===== config.mk =====
export PLATFORM = sky130hd
export DESIGN_NAME = nf10_axis_port_tx_filter_flat
export DESIGN_NICKNAME = d
export VERILOG_FILES = /design/src/rtl/nf10_axis_port_tx_filter_pkg.sv /design/src/rtl/nf10_axis_port_tx_filter_if.sv /design/src/rtl/nf10_axis_skid_buffer.sv /design/src/rtl/nf10_axis_port_tx_filter.sv /design/src/flat_wrapper.sv
export SDC_FILE = /design/constraint.sdc
export NUM_CORES = 2
export LEC_CHECK = 0
export BUFFER_PORTS_ARGS = -buffer_cell sky130_fd_sc_hd__buf_4
export CELL_PAD_IN_SITES_DETAIL_PLACEMENT = 0
export CELL_PAD_IN_SITES_GLOBAL_PLACEMENT = 2
export CORE_AREA = 5 5 356 358
export DETAILED_ROUTE_END_ITERATION = 7
export DIE_AREA = 0 0 361 363
export GPL_TIMING_DRIVEN = 0
export PLACE_DENSITY_LB_ADDON = 0.1
export SLEW_MARGIN = 10
export SYNTH_ARGS = -nofsm -noshare
export SYNTH_HDL_FRONTEND = slang
export SYNTH_SLANG_ARGS = --single-unit

===== constraint.sdc =====
create_clock -name axi_aclk -period 4.6 [get_ports axi_aclk]
set_input_delay 0.46 -clock axi_aclk [delete_from_list [all_inputs] [get_ports axi_aclk]]
set_output_delay 0.46 -clock axi_aclk [all_outputs]
set_load 0.01 [all_outputs]

===== src/rtl/nf10_axis_port_tx_filter_pkg.sv =====
// Shared definitions for the egress port filter: tuser field layout, FSM states, byte helpers.
package nf10_tx_filter_pkg;

    // NetFPGA metadata layout inside tuser (valid on the first beat only)
    localparam int unsigned LEN_LO = 0;
    localparam int unsigned LEN_HI = 15;
    localparam int unsigned SRC_LO = 16;
    localparam int unsigned SRC_HI = 23;
    localparam int unsigned DST_LO = 24;
    localparam int unsigned DST_HI = 31;

    // Widest tstrb the popcount helper accepts; narrower strobes are zero-extended
    localparam int unsigned MAX_STRB_WIDTH = 64;

    typedef enum logic [1:0] {
        StHdr,
        StFwd,
        StDrop
    } tx_state_e;

    function automatic logic [15:0] popcount(input logic [MAX_STRB_WIDTH-1:0] v);
        logic [15:0] cnt;
        cnt = '0;
        for (int i = 0; i < MAX_STRB_WIDTH; i++) begin
            cnt = cnt + 16'(v[i]);
        end
        return cnt;
    endfunction

    // 16-bit add that sticks at all-ones instead of wrapping
    function automatic logic [15:0] sat_add16(input logic [15:0] a, input logic [15:0] b);
        logic [16:0] sum;
        sum = {1'b0, a} + {1'b0, b};
        return sum[16] ? 16'hFFFF : sum[15:0];
    endfunction

endpackage


===== src/rtl/nf10_axis_port_tx_filter_if.sv =====
// AXI-Stream bundle with NetFPGA tuser metadata; master drives payload, slave drives tready.
interface nf10_axis_port_tx_filter_if #(
    parameter int unsigned DATA_WIDTH = 256,
    parameter int unsigned USER_WIDTH = 128
) ();
    localparam int unsigned STRB_WIDTH = DATA_WIDTH / 8;

    logic [DATA_WIDTH-1:0] tdata;
    logic [STRB_WIDTH-1:0] tstrb;
    logic [USER_WIDTH-1:0] tuser;
    logic                  tvalid;
    logic                  tready;
    logic                  tlast;

    modport master (output tdata, output tstrb, output tuser, output tvalid, output tlast,
                    input tready);
    modport slave  (input tdata, input tstrb, input tuser, input tvalid, input tlast,
                    output tready);
endinterface


===== src/rtl/nf10_axis_skid_buffer.sv =====
// Two-entry register slice: output register plus one skid slot, with a registered in_ready_o.
module nf10_axis_skid_buffer #(
    parameter int unsigned DATA_WIDTH = 256,
    parameter int unsigned STRB_WIDTH = 32,
    parameter int unsigned USER_WIDTH = 128
) (
    input  logic                  clk_i,
    input  logic                  rst_ni,
    input  logic                  in_valid_i,
    output logic                  in_ready_o,
    input  logic [DATA_WIDTH-1:0] in_data_i,
    input  logic [STRB_WIDTH-1:0] in_strb_i,
    input  logic [USER_WIDTH-1:0] in_user_i,
    input  logic                  in_last_i,
    output logic                  out_valid_o,
    input  logic                  out_ready_i,
    output logic [DATA_WIDTH-1:0] out_data_o,
    output logic [STRB_WIDTH-1:0] out_strb_o,
    output logic [USER_WIDTH-1:0] out_user_o,
    output logic                  out_last_o
);
    localparam int unsigned PW = DATA_WIDTH + STRB_WIDTH + USER_WIDTH + 1;

    logic [PW-1:0] in_pl;
    logic [PW-1:0] out_pl_q, out_pl_d, skid_pl_q, skid_pl_d;
    logic          out_valid_q, out_valid_d, skid_valid_q, skid_valid_d;
    logic          ready_q, ready_d;
    logic          in_fire, out_free;

    assign in_pl = {in_data_i, in_strb_i, in_user_i, in_last_i};

    // Load the output slot from skid first, else from input; park input in skid when stalled.
    // ready tracks "skid empty" one cycle late, so in_fire never coincides with a full skid.
    always_comb begin
        out_valid_d  = out_valid_q;
        out_pl_d     = out_pl_q;
        skid_valid_d = skid_valid_q;
        skid_pl_d    = skid_pl_q;
        in_fire      = in_valid_i & ready_q;
        out_free     = ~out_valid_q | out_ready_i;
        if (out_free) begin
            if (skid_valid_q) begin
                out_valid_d  = 1'b1;
                out_pl_d     = skid_pl_q;
                skid_valid_d = 1'b0;
            end else begin
                out_valid_d = in_fire;
                if (in_fire) out_pl_d = in_pl;
            end
        end else if (in_fire) begin
            skid_valid_d = 1'b1;
            skid_pl_d    = in_pl;
        end
        ready_d = ~skid_valid_d;
    end

    // Slice state; ready is held low throughout reset
    always_ff @(posedge clk_i or negedge rst_ni) begin
        if (!rst_ni) begin
            out_valid_q  <= 1'b0;
            out_pl_q     <= '0;
            skid_valid_q <= 1'b0;
            skid_pl_q    <= '0;
            ready_q      <= 1'b0;
        end else begin
            out_valid_q  <= out_valid_d;
            out_pl_q     <= out_pl_d;
            skid_valid_q <= skid_valid_d;
            skid_pl_q    <= skid_pl_d;
            ready_q      <= ready_d;
        end
    end

    assign in_ready_o  = ready_q;
    assign out_valid_o = out_valid_q;
    assign {out_data_o, out_strb_o, out_user_o, out_last_o} = out_pl_q;

endmodule


===== src/rtl/nf10_axis_port_tx_filter.sv =====
// Egress packet gate: forwards packets whose dst_port hits C_PORT_MASK, drops the rest,
// and checks declared length against delivered bytes on forwarded packets.
module nf10_axis_port_tx_filter
    import nf10_tx_filter_pkg::*;
#(
    parameter int unsigned C_S_AXIS_DATA_WIDTH  = 256,
    parameter int unsigned C_S_AXIS_TUSER_WIDTH = 128,
    parameter logic [7:0]  C_PORT_MASK          = 8'h01
) (
    input  logic                              axi_aclk,
    input  logic                              axi_resetn,
    nf10_axis_port_tx_filter_if.slave         s_axis,
    nf10_axis_port_tx_filter_if.master        m_axis,
    output logic [31:0]                       fwd_count,
    output logic [31:0]                       drop_count,
    output logic [15:0]                       len_err_count,
    output logic                              len_err
);
    localparam int unsigned STRB_WIDTH = C_S_AXIS_DATA_WIDTH / 8;

    tx_state_e   state_q, state_d;
    logic [15:0] len_q, len_d, acc_q, acc_d, len_err_count_q, len_err_count_d;
    logic [31:0] fwd_count_q, fwd_count_d, drop_count_q, drop_count_d;
    logic        len_err_q, len_err_d;
    logic        buf_ready, hit, pass, accept, fwd_beat, fwd_end, drop_end;
    logic [15:0] beat_bytes, byte_sum, pkt_len;

    assign hit = |(s_axis.tuser[DST_HI:DST_LO] & C_PORT_MASK);
    // Whether the current beat goes to the buffer; tuser only matters on the header beat
    assign pass = (state_q == StFwd) | ((state_q == StHdr) & hit);
    // tready depends on state and buffer only, never on tuser
    assign s_axis.tready = (state_q == StDrop) | buf_ready;
    assign accept   = s_axis.tvalid & s_axis.tready;
    assign fwd_beat = accept & pass;
    assign fwd_end  = fwd_beat & s_axis.tlast;
    assign drop_end = accept & ~pass & s_axis.tlast;

    assign beat_bytes = popcount(MAX_STRB_WIDTH'(s_axis.tstrb));
    assign byte_sum   = sat_add16(acc_q, beat_bytes);
    assign pkt_len    = (state_q == StHdr) ? s_axis.tuser[LEN_HI:LEN_LO] : len_q;

    nf10_axis_skid_buffer #(
        .DATA_WIDTH (C_S_AXIS_DATA_WIDTH),
        .STRB_WIDTH (STRB_WIDTH),
        .USER_WIDTH (C_S_AXIS_TUSER_WIDTH)
    ) u_skid (
        .clk_i       (axi_aclk),
        .rst_ni      (axi_resetn),
        .in_valid_i  (s_axis.tvalid & pass),
        .in_ready_o  (buf_ready),
        .in_data_i   (s_axis.tdata),
        .in_strb_i   (s_axis.tstrb),
        .in_user_i   (s_axis.tuser),
        .in_last_i   (s_axis.tlast),
        .out_valid_o (m_axis.tvalid),
        .out_ready_i (m_axis.tready),
        .out_data_o  (m_axis.tdata),
        .out_strb_o  (m_axis.tstrb),
        .out_user_o  (m_axis.tuser),
        .out_last_o  (m_axis.tlast)
    );

    // Next-state: packet FSM, length capture, byte accumulator and saturating counters
    always_comb begin
        state_d         = state_q;
        len_d           = len_q;
        acc_d           = acc_q;
        len_err_d       = 1'b0;
        fwd_count_d     = fwd_count_q;
        drop_count_d    = drop_count_q;
        len_err_count_d = len_err_count_q;

        unique case (state_q)
            StHdr: begin
                if (accept) begin
                    len_d = s_axis.tuser[LEN_HI:LEN_LO];
                    if (!s_axis.tlast) state_d = hit ? StFwd : StDrop;
                end
            end
            StFwd, StDrop: begin
                if (accept && s_axis.tlast) state_d = StHdr;
            end
            default: state_d = StHdr;
        endcase

        if (fwd_beat) acc_d = s_axis.tlast ? 16'd0 : byte_sum;

        if (fwd_end && byte_sum != pkt_len) begin
            len_err_d = 1'b1;
            if (len_err_count_q != 16'hFFFF) len_err_count_d = len_err_count_q + 16'd1;
        end
        if (fwd_end && fwd_count_q != 32'hFFFF_FFFF) fwd_count_d = fwd_count_q + 32'd1;
        if (drop_end && drop_count_q != 32'hFFFF_FFFF) drop_count_d = drop_count_q + 32'd1;
    end

    // State and statistics registers
    always_ff @(posedge axi_aclk or negedge axi_resetn) begin
        if (!axi_resetn) begin
            state_q         <= StHdr;
            len_q           <= '0;
            acc_q           <= '0;
            len_err_q       <= 1'b0;
            fwd_count_q     <= '0;
            drop_count_q    <= '0;
            len_err_count_q <= '0;
        end else begin
            state_q         <= state_d;
            len_q           <= len_d;
            acc_q           <= acc_d;
            len_err_q       <= len_err_d;
            fwd_count_q     <= fwd_count_d;
            drop_count_q    <= drop_count_d;
            len_err_count_q <= len_err_count_d;
        end
    end

    assign fwd_count     = fwd_count_q;
    assign drop_count    = drop_count_q;
    assign len_err_count = len_err_count_q;
    assign len_err       = len_err_q;

endmodule


===== src/flat_wrapper.sv =====
// flat-port wrapper written by rule: the top's interface ports become plain ports
module nf10_axis_port_tx_filter_flat import nf10_tx_filter_pkg::*;
#(
    parameter int unsigned C_S_AXIS_DATA_WIDTH  = 256,
    parameter int unsigned C_S_AXIS_TUSER_WIDTH = 128,
    parameter logic [7:0]  C_PORT_MASK          = 8'h01
)
  (axi_aclk, axi_resetn, fwd_count, drop_count, len_err_count, len_err, s_axis_tdata, s_axis_tstrb, s_axis_tuser, s_axis_tvalid, s_axis_tlast, s_axis_tready, m_axis_tdata, m_axis_tstrb, m_axis_tuser, m_axis_tvalid, m_axis_tlast, m_axis_tready);
  nf10_axis_port_tx_filter_if #(.DATA_WIDTH(256), .USER_WIDTH(128)) s_axis_i ();
  nf10_axis_port_tx_filter_if #(.DATA_WIDTH(256), .USER_WIDTH(128)) m_axis_i ();
  input  logic axi_aclk;
  input  logic axi_resetn;
  output logic [31:0] fwd_count;
  output logic [31:0] drop_count;
  output logic [15:0] len_err_count;
  output logic len_err;
  input wire logic [$bits(s_axis_i.tdata)-1:0] s_axis_tdata;
  input wire logic [$bits(s_axis_i.tstrb)-1:0] s_axis_tstrb;
  input wire logic [$bits(s_axis_i.tuser)-1:0] s_axis_tuser;
  input wire logic [$bits(s_axis_i.tvalid)-1:0] s_axis_tvalid;
  input wire logic [$bits(s_axis_i.tlast)-1:0] s_axis_tlast;
  output wire logic [$bits(s_axis_i.tready)-1:0] s_axis_tready;
  output wire logic [$bits(m_axis_i.tdata)-1:0] m_axis_tdata;
  output wire logic [$bits(m_axis_i.tstrb)-1:0] m_axis_tstrb;
  output wire logic [$bits(m_axis_i.tuser)-1:0] m_axis_tuser;
  output wire logic [$bits(m_axis_i.tvalid)-1:0] m_axis_tvalid;
  output wire logic [$bits(m_axis_i.tlast)-1:0] m_axis_tlast;
  input wire logic [$bits(m_axis_i.tready)-1:0] m_axis_tready;
  assign s_axis_i.tdata = s_axis_tdata;
  assign s_axis_i.tstrb = s_axis_tstrb;
  assign s_axis_i.tuser = s_axis_tuser;
  assign s_axis_i.tvalid = s_axis_tvalid;
  assign s_axis_i.tlast = s_axis_tlast;
  assign s_axis_tready = s_axis_i.tready;
  assign m_axis_tdata = m_axis_i.tdata;
  assign m_axis_tstrb = m_axis_i.tstrb;
  assign m_axis_tuser = m_axis_i.tuser;
  assign m_axis_tvalid = m_axis_i.tvalid;
  assign m_axis_tlast = m_axis_i.tlast;
  assign m_axis_i.tready = m_axis_tready;
  nf10_axis_port_tx_filter #(.C_S_AXIS_DATA_WIDTH(C_S_AXIS_DATA_WIDTH), .C_S_AXIS_TUSER_WIDTH(C_S_AXIS_TUSER_WIDTH), .C_PORT_MASK(C_PORT_MASK)) u_core (.axi_aclk(axi_aclk), .axi_resetn(axi_resetn), .s_axis(s_axis_i), .m_axis(m_axis_i), .fwd_count(fwd_count), .drop_count(drop_count), .len_err_count(len_err_count), .len_err(len_err));
endmodule

=== Yosys cells after proc, flatten, opt, wreduce, memory -nomap -nowiden ===
Cells that the tools add are included.

* Reductions and logical operators: 12
* $add $sub $neg: 35
* Mux-type cells: 14
* Bitwise logic cells: 15
* Equal/unequal tests: 9

{| class="wikitable"
|+ Operator list
! cell !! count
|-
| 417-bit two-way mux || 2
|-
| 16-bit by 1-bit adder with 16-bit output || 30
|-
| 32-bit by 1-bit adder with 32-bit output (second input constant) || 2
|-
| 32-bit != test (second input constant) || 2
|-
| 16-bit two-way mux || 3
|-
| 16-bit by 16-bit adder with 17-bit output || 1
|-
| 16-bit by 1-bit adder with 16-bit output (second input constant) || 1
|-
| 16-bit != test || 1
|-
| 16-bit != test (second input constant) || 1
|-
| 1-bit bitwise AND || 8
|-
| 2-bit two-way mux || 4
|-
| 2-bit AND reduction || 4
|-
| 1-bit logical AND || 4
|-
| 1-bit two-way mux || 4
|-
| 2-bit by 1-bit != test with 1-bit output (second input constant) || 2
|-
| 1-bit NOT || 4
|-
| 2-bit one-hot mux with 2 select lines || 1
|-
| 1-bit bitwise OR || 3
|-
| 3-bit AND reduction || 1
|-
| 1-bit by 1-bit adder with 2-bit output || 1
|-
| 2-bit by 1-bit equality test with 1-bit output (second input constant) || 1
|-
| 2-bit equality test (second input constant) || 1
|-
| 2-bit zero test || 1
|-
| 2-bit != test (second input constant) || 1
|-
| other kinds (2) || 2
|}

* Bits in registers: 952
* Output and inout port bits: 500

=== Logic depth before layout (Yosys ltp) ===
* Depth after elaboration: 36
* Depth in mapped cells: 31
* Depth with buffers taken out: 29

=== By module ===
From an unflattened synthesis, not the netlist that was laid out.

* Cell total of the unflattened synthesis: 3431
* Area, all modules: 42181.7 um2

{| class="wikitable"
|+ By module, submodules not included
! module !! instances !! sequential area each (um2) !! area each (um2) !! cells each
|-
| nf10_axis_skid_buffer || 1 || 20945.1 || 35081.1 || 2745
|-
| nf10_axis_port_tx_filter || 1 || 2877.8 || 7100.6 || 686
|}

=== Least setup slack after synthesis ===
Ideal clock, no wire load.

* Path type: input -> register
* From: in s_axis_tstrb[0]
* To: reg u_core.len_err_count_q[1] (netlist: u_core.len_err_count[1])
* Arrival time: 7.346 ns
* Stages: 26
* Path slack: -2.873 ns
* Cell sequence: ha_1 inv_1 fa_1 fa_1 fa_1 fa_1 fa_1 fa_1 fa_1 fa_1 inv_1 a21o_1 a21oi_1 xnor2_1 ha_1 nand2_1 a21oi_4 nor2_2 or3_1 buf_2 or3_1 o31ai_1 nand4_1 nor3_4 or3_1 mux2_1

* Longest elaborated chain between the ends: 36

{| class="wikitable"
|+ RTL lines
! element !! RTL line !! RTL
|-
| start: declaration || flat_wrapper.sv:18 || <nowiki>input wire logic [$bits(s_axis_i.tstrb)-1:0] s_axis_tstrb;</nowiki>
|-
| 1-bit by 1-bit adder with 2-bit output || nf10_axis_port_tx_filter_pkg.sv:25 || <nowiki>cnt = cnt + 16'(v[i]);</nowiki>
|-
| 16-bit by 1-bit adder with 16-bit output (30 in series) || nf10_axis_port_tx_filter_pkg.sv:25 ||
|-
| 16-bit by 16-bit adder with 17-bit output || nf10_axis_port_tx_filter_pkg.sv:33 || <nowiki>sum = {1'b0, a} + {1'b0, b};</nowiki>
|-
| 16-bit two-way mux || nf10_axis_port_tx_filter_pkg.sv:34 || <nowiki>return sum[16] ? 16'hFFFF : sum[15:0];</nowiki>
|-
| 16-bit != test || nf10_axis_port_tx_filter.sv:88 || <nowiki>if (fwd_end && byte_sum != pkt_len) begin</nowiki>
|-
| 1-bit logical AND || nf10_axis_port_tx_filter.sv:88 ||
|-
| 2-bit AND reduction (no source line) || n/a ||
|-
| end signal: assignment || nf10_axis_port_tx_filter.sv:113 || <nowiki>len_err_count_q <= len_err_count_d;</nowiki>
|-
| end: declaration || nf10_axis_port_tx_filter.sv:22 || <nowiki>logic [15:0] len_q, len_d, acc_q, acc_d, len_err_count_q, len_err_count_d;</nowiki>
|}

Every way passes these cells.
A chain may end at the register's enable or synchronous reset.

=== Worst setup path after layout ===
Same ends and word-level chain as after synthesis.

==> results by group <==
Power
  – Max rail drop VDD: 0.000614 V
  – Cell Pwr Density: 676 nW/µm²
  – Leak Pwr: 26.6 nW
  – Overall Power: 40.0 mW

Synthesis
  – Top_reg_cell synth: dfrtp_1
  – Warnings from Yosys: 0
  – Post-synth top area cell: dfrtp_1
  – Ys async rst share: 100%
  – EDFF count, synth: 0
  – Cell count after synthesis: 3404
  – Count leader, synth: dfrtp_1
  – Post-synth top cells: dfrtp_1 (952), nand2_1 (480), mux2_2 (438), mux2i_1 (432), o21ai_0 (428)
  – Syn Area/Cell: 12.1 µm²
  – Register bit total from synthesis: 952
  – Syn Std Cell Area: 41200 µm²
  – Top cells by area, synth: dfrtp_1 (58%), mux2_2 (12%), mux2i_1 (10%)
  – Sequential-to-total area share from yosys stat: 57.8%
  – Post-synthesis cell type count: 63
  – Post-synth top area share: 57.8%
  – Synth Net Count: 3870

GRT
  – Global-route wire length before repair: 228 mm
  – Vias in the first global route: 33300
  – Total track usage: 23.2%
  – Initial antenna violation count: 49
  – Largest net degree at the start of global routing: 149
  – Overflow after GRT: 0

CTS
  – Clock Pin Slew Worst Setup and Hold Paths: 60 ps
  – CTS tree: done
  – Clock net sink count: 952
  – H-tree depth: 3
  – Clock Path Buffers: 3
  – CTS buffer count: 111
  – Clk root buf: clkbuf_16
  – Clk_lat worst skew: 710 ps

Placement
  – Hpwl dp: 118 mm
  – Port Buffers: 920
  – Post-place setup slack: -3360 ps
  – Placed cells: 5968
  – Gpl congestion: 0.827

Die
  – I/O pins: 921
  – Die width: 361 µm
  – Initial Util: 33.5%
  – Die Y: 363 µm
  – Die area: 131000 µm²
  – Row Count: 129
  – Core Region: 123000 µm²

Hold path
  – Hold Crit Class: primary input to flip-flop

Timing
  – Fin crit share: 150%
  – Clock Skews: 33.9 ps
  – RSZ-0062 raised after global routing: true
  – FMAX: 145 MHz
  – Final setup viols: 33
  – Final hold violations: 0
  – Shortest period the worst path allows: 6920 ps
  – Final setup margin: -2320 ps
  – Setup TNS: -57190 ps
  – Relative slew margins: 21.2%
  – Worst slew pin tran: 1180 ps
  – Max Slew Vio Count: 0

Flow run
  – Number of max-cap violations: 0

Finish
  – Register area: 23800 µm²
  – Post-Route Utilization: 48.1%
  – Fillers: 11700
  – Share of post-route cells with drive strength above 1: 34.0%
  – Final Non-Filler Cells: 6634
  – Synth-to-Final Area Change: 43.6%
  – Multi-input combinational cell area: 17000 µm²
  – Net count reported at finish: 5340

Routing
  – Vias per inst: 4.77
  – WL/cell: 23.4 µm
  – Drt drc: 0
  – Drt first pass iters: 7
  – Routed wire length: 155 mm
  – Remaining antenna violation count: 0
  – 1st-iter DRT viols: 1623
  – Via Count: 31600

Worst setup path
  – Worst-path maximum fanout: 4
  – WP data required: 5160 ps
  – Crit. End Element: flip-flop
  – Kind of critical path: primary input to flip-flop
  – Startpoint Class: primary input
  – Critical path data arrival time: 7470 ps

Status
  – Outcome: finished, violations left
  – Failing checks: setup timing
per-layer routing:
metal	GRT usage, %	wire length [µm]
met1	28.6	63900
met2	38.8	74700
met3	7.16	11200
met4	7.62	5380
met5	0	228
worst max-delay path, stage by stage:
cell and delay [ps]:
buf_8 100, ha_4 250, inv_2 30, fa_1 540, fa_2 470, fa_2 550, fa_1 430, fa_1 520
fa_1 430, fa_2 370, fa_2 370, inv_2 50, a21o_1 110, a21oi_2 70, xnor2_2 170, ha_4 320
nand2_4 50, a21oi_4 220, buf_6 150, o211ai_1 210, xnor2_2 290, nor3_1 90, a221oi_2 180, nand4_1 180
nor3_4 360, or3_4 210, mux2_4 290
cell usage in the layout (no fill, tap or decap), types with 5 or more instances in the layout:
| cell type | count |
|---|---|
| clkbuf_2 | 8 |
| buf_4 | 937 |
| buf_6 | 13 |
| dfrtp_1 | 952 |
| nor3_1 | 11 |
| ha_1 | 15 |
| fa_1 | 19 |
| fa_2 | 6 |
| nand3_1 | 35 |
| a21oi_2 | 7 |
| a21o_1 | 5 |
| buf_16 | 8 |
| nor2_2 | 7 |
| mux2_2 | 438 |
| xnor2_2 | 6 |
| and3_1 | 21 |
| mux2i_1 | 432 |
| o31ai_2 | 5 |
| bufinv_16 | 9 |
| diode_2 | 31 |
| o21ai_0 | 423 |
| a21oi_1 | 15 |
| nand2_1 | 478 |
| nor2_1 | 35 |
| xnor2_1 | 51 |
| clkinv_2 | 19 |
| inv_1 | 62 |
| clkbuf_1 | 202 |
| dlygate4sd3_1 | 397 |
| buf_1 | 10 |
| nor2b_1 | 5 |
| nand4_1 | 20 |
| nand2b_1 | 6 |
| nor2_4 | 7 |
| clkbuf_16 | 114 |
| xor2_1 | 38 |
| clkbuf_8 | 27 |
| and2_1 | 5 |
flip-flops by register name, summed over array words and instances (netlist names):
name / count
u_core.u_skid.out_pl_q: 417
u_core.u_skid.skid_pl_q: 417
u_core.drop_count: 32
u_core.fwd_count: 32
u_core.acc_q: 16
u_core.len_err_count: 16
u_core.len_q: 16
u_core.state_q: 2
u_core.len_err: 1
u_core.u_skid.in_ready_o: 1
u_core.u_skid.out_valid_o: 1
u_core.u_skid.skid_valid_q: 1
final cells by class:
class	count	share of cell area, %
Antenna cell	31	0.131
Buffer	201	1.35
Clock buffer	169	5.62
Clock inverter	36	0.811
Inverter	65	0.412
Multi-Input combinational cell	2185	28.6
Sequential cell	952	40.2
Tap cell	1637	3.46
Timing Repair Buffer	1358	19.3
what timing repair did:
item,CTS,global route
hold buffers,397,0
setup buffers,21,13
endpoints found under the setup margin,576,70
gates resized for setup,50,68
hold endpoints to repair,495,0
pin swaps,34,39
kinds of logic after synthesis:
group | share of synthesized area [%]
and+or+nand+nor | 6.86
adders and majority gates | 1.82
buffers and inverters | 2.46
muxes | 22.5
AOI/OAI and AO/OA | 6.51
DFF | 57.8
xor gates and xnor gates | 2.08
power by group:
part | switching (mW) | internal, mW
clock | 3.71 | 5.48
sequential | 2.11 | 12.1
combinational | 8.79 | 7.82
total | 14.6 | 25.4
per-stage QoR:
stage	instance area, µm²	hold WS (ps)
floorplan	41400	164
global placement	50400	462
finish	59200	64.0
global route	59200	22.2
detailed placement	50600	383
CTS	58800	0.0971
path summary, 6_finish.rpt:
path	endpoint	cells past startpoint	slack [ps]	start
hold reg to reg	u_core.u_skid.out_pl_q[91]	2	480	u_core.u_skid.out_pl_q[91]
setup / recovery	u_core.len_err_count[1]	27	-2320	s_axis_tstrb[0]
setup reg to reg	u_core.u_skid.out_pl_q[152]	13	310	u_core.state_q[0]
min in group asynchronous	u_core.u_skid.out_pl_q[121]	2	310	axi_resetn
max in group asynchronous	u_core.fwd_count[24]	5	2090	axi_resetn
hold / removal	u_core.u_skid.skid_pl_q[14]	2	60	s_axis_tuser[13]
No activity file was read; power rests on OpenSTA's default activity.
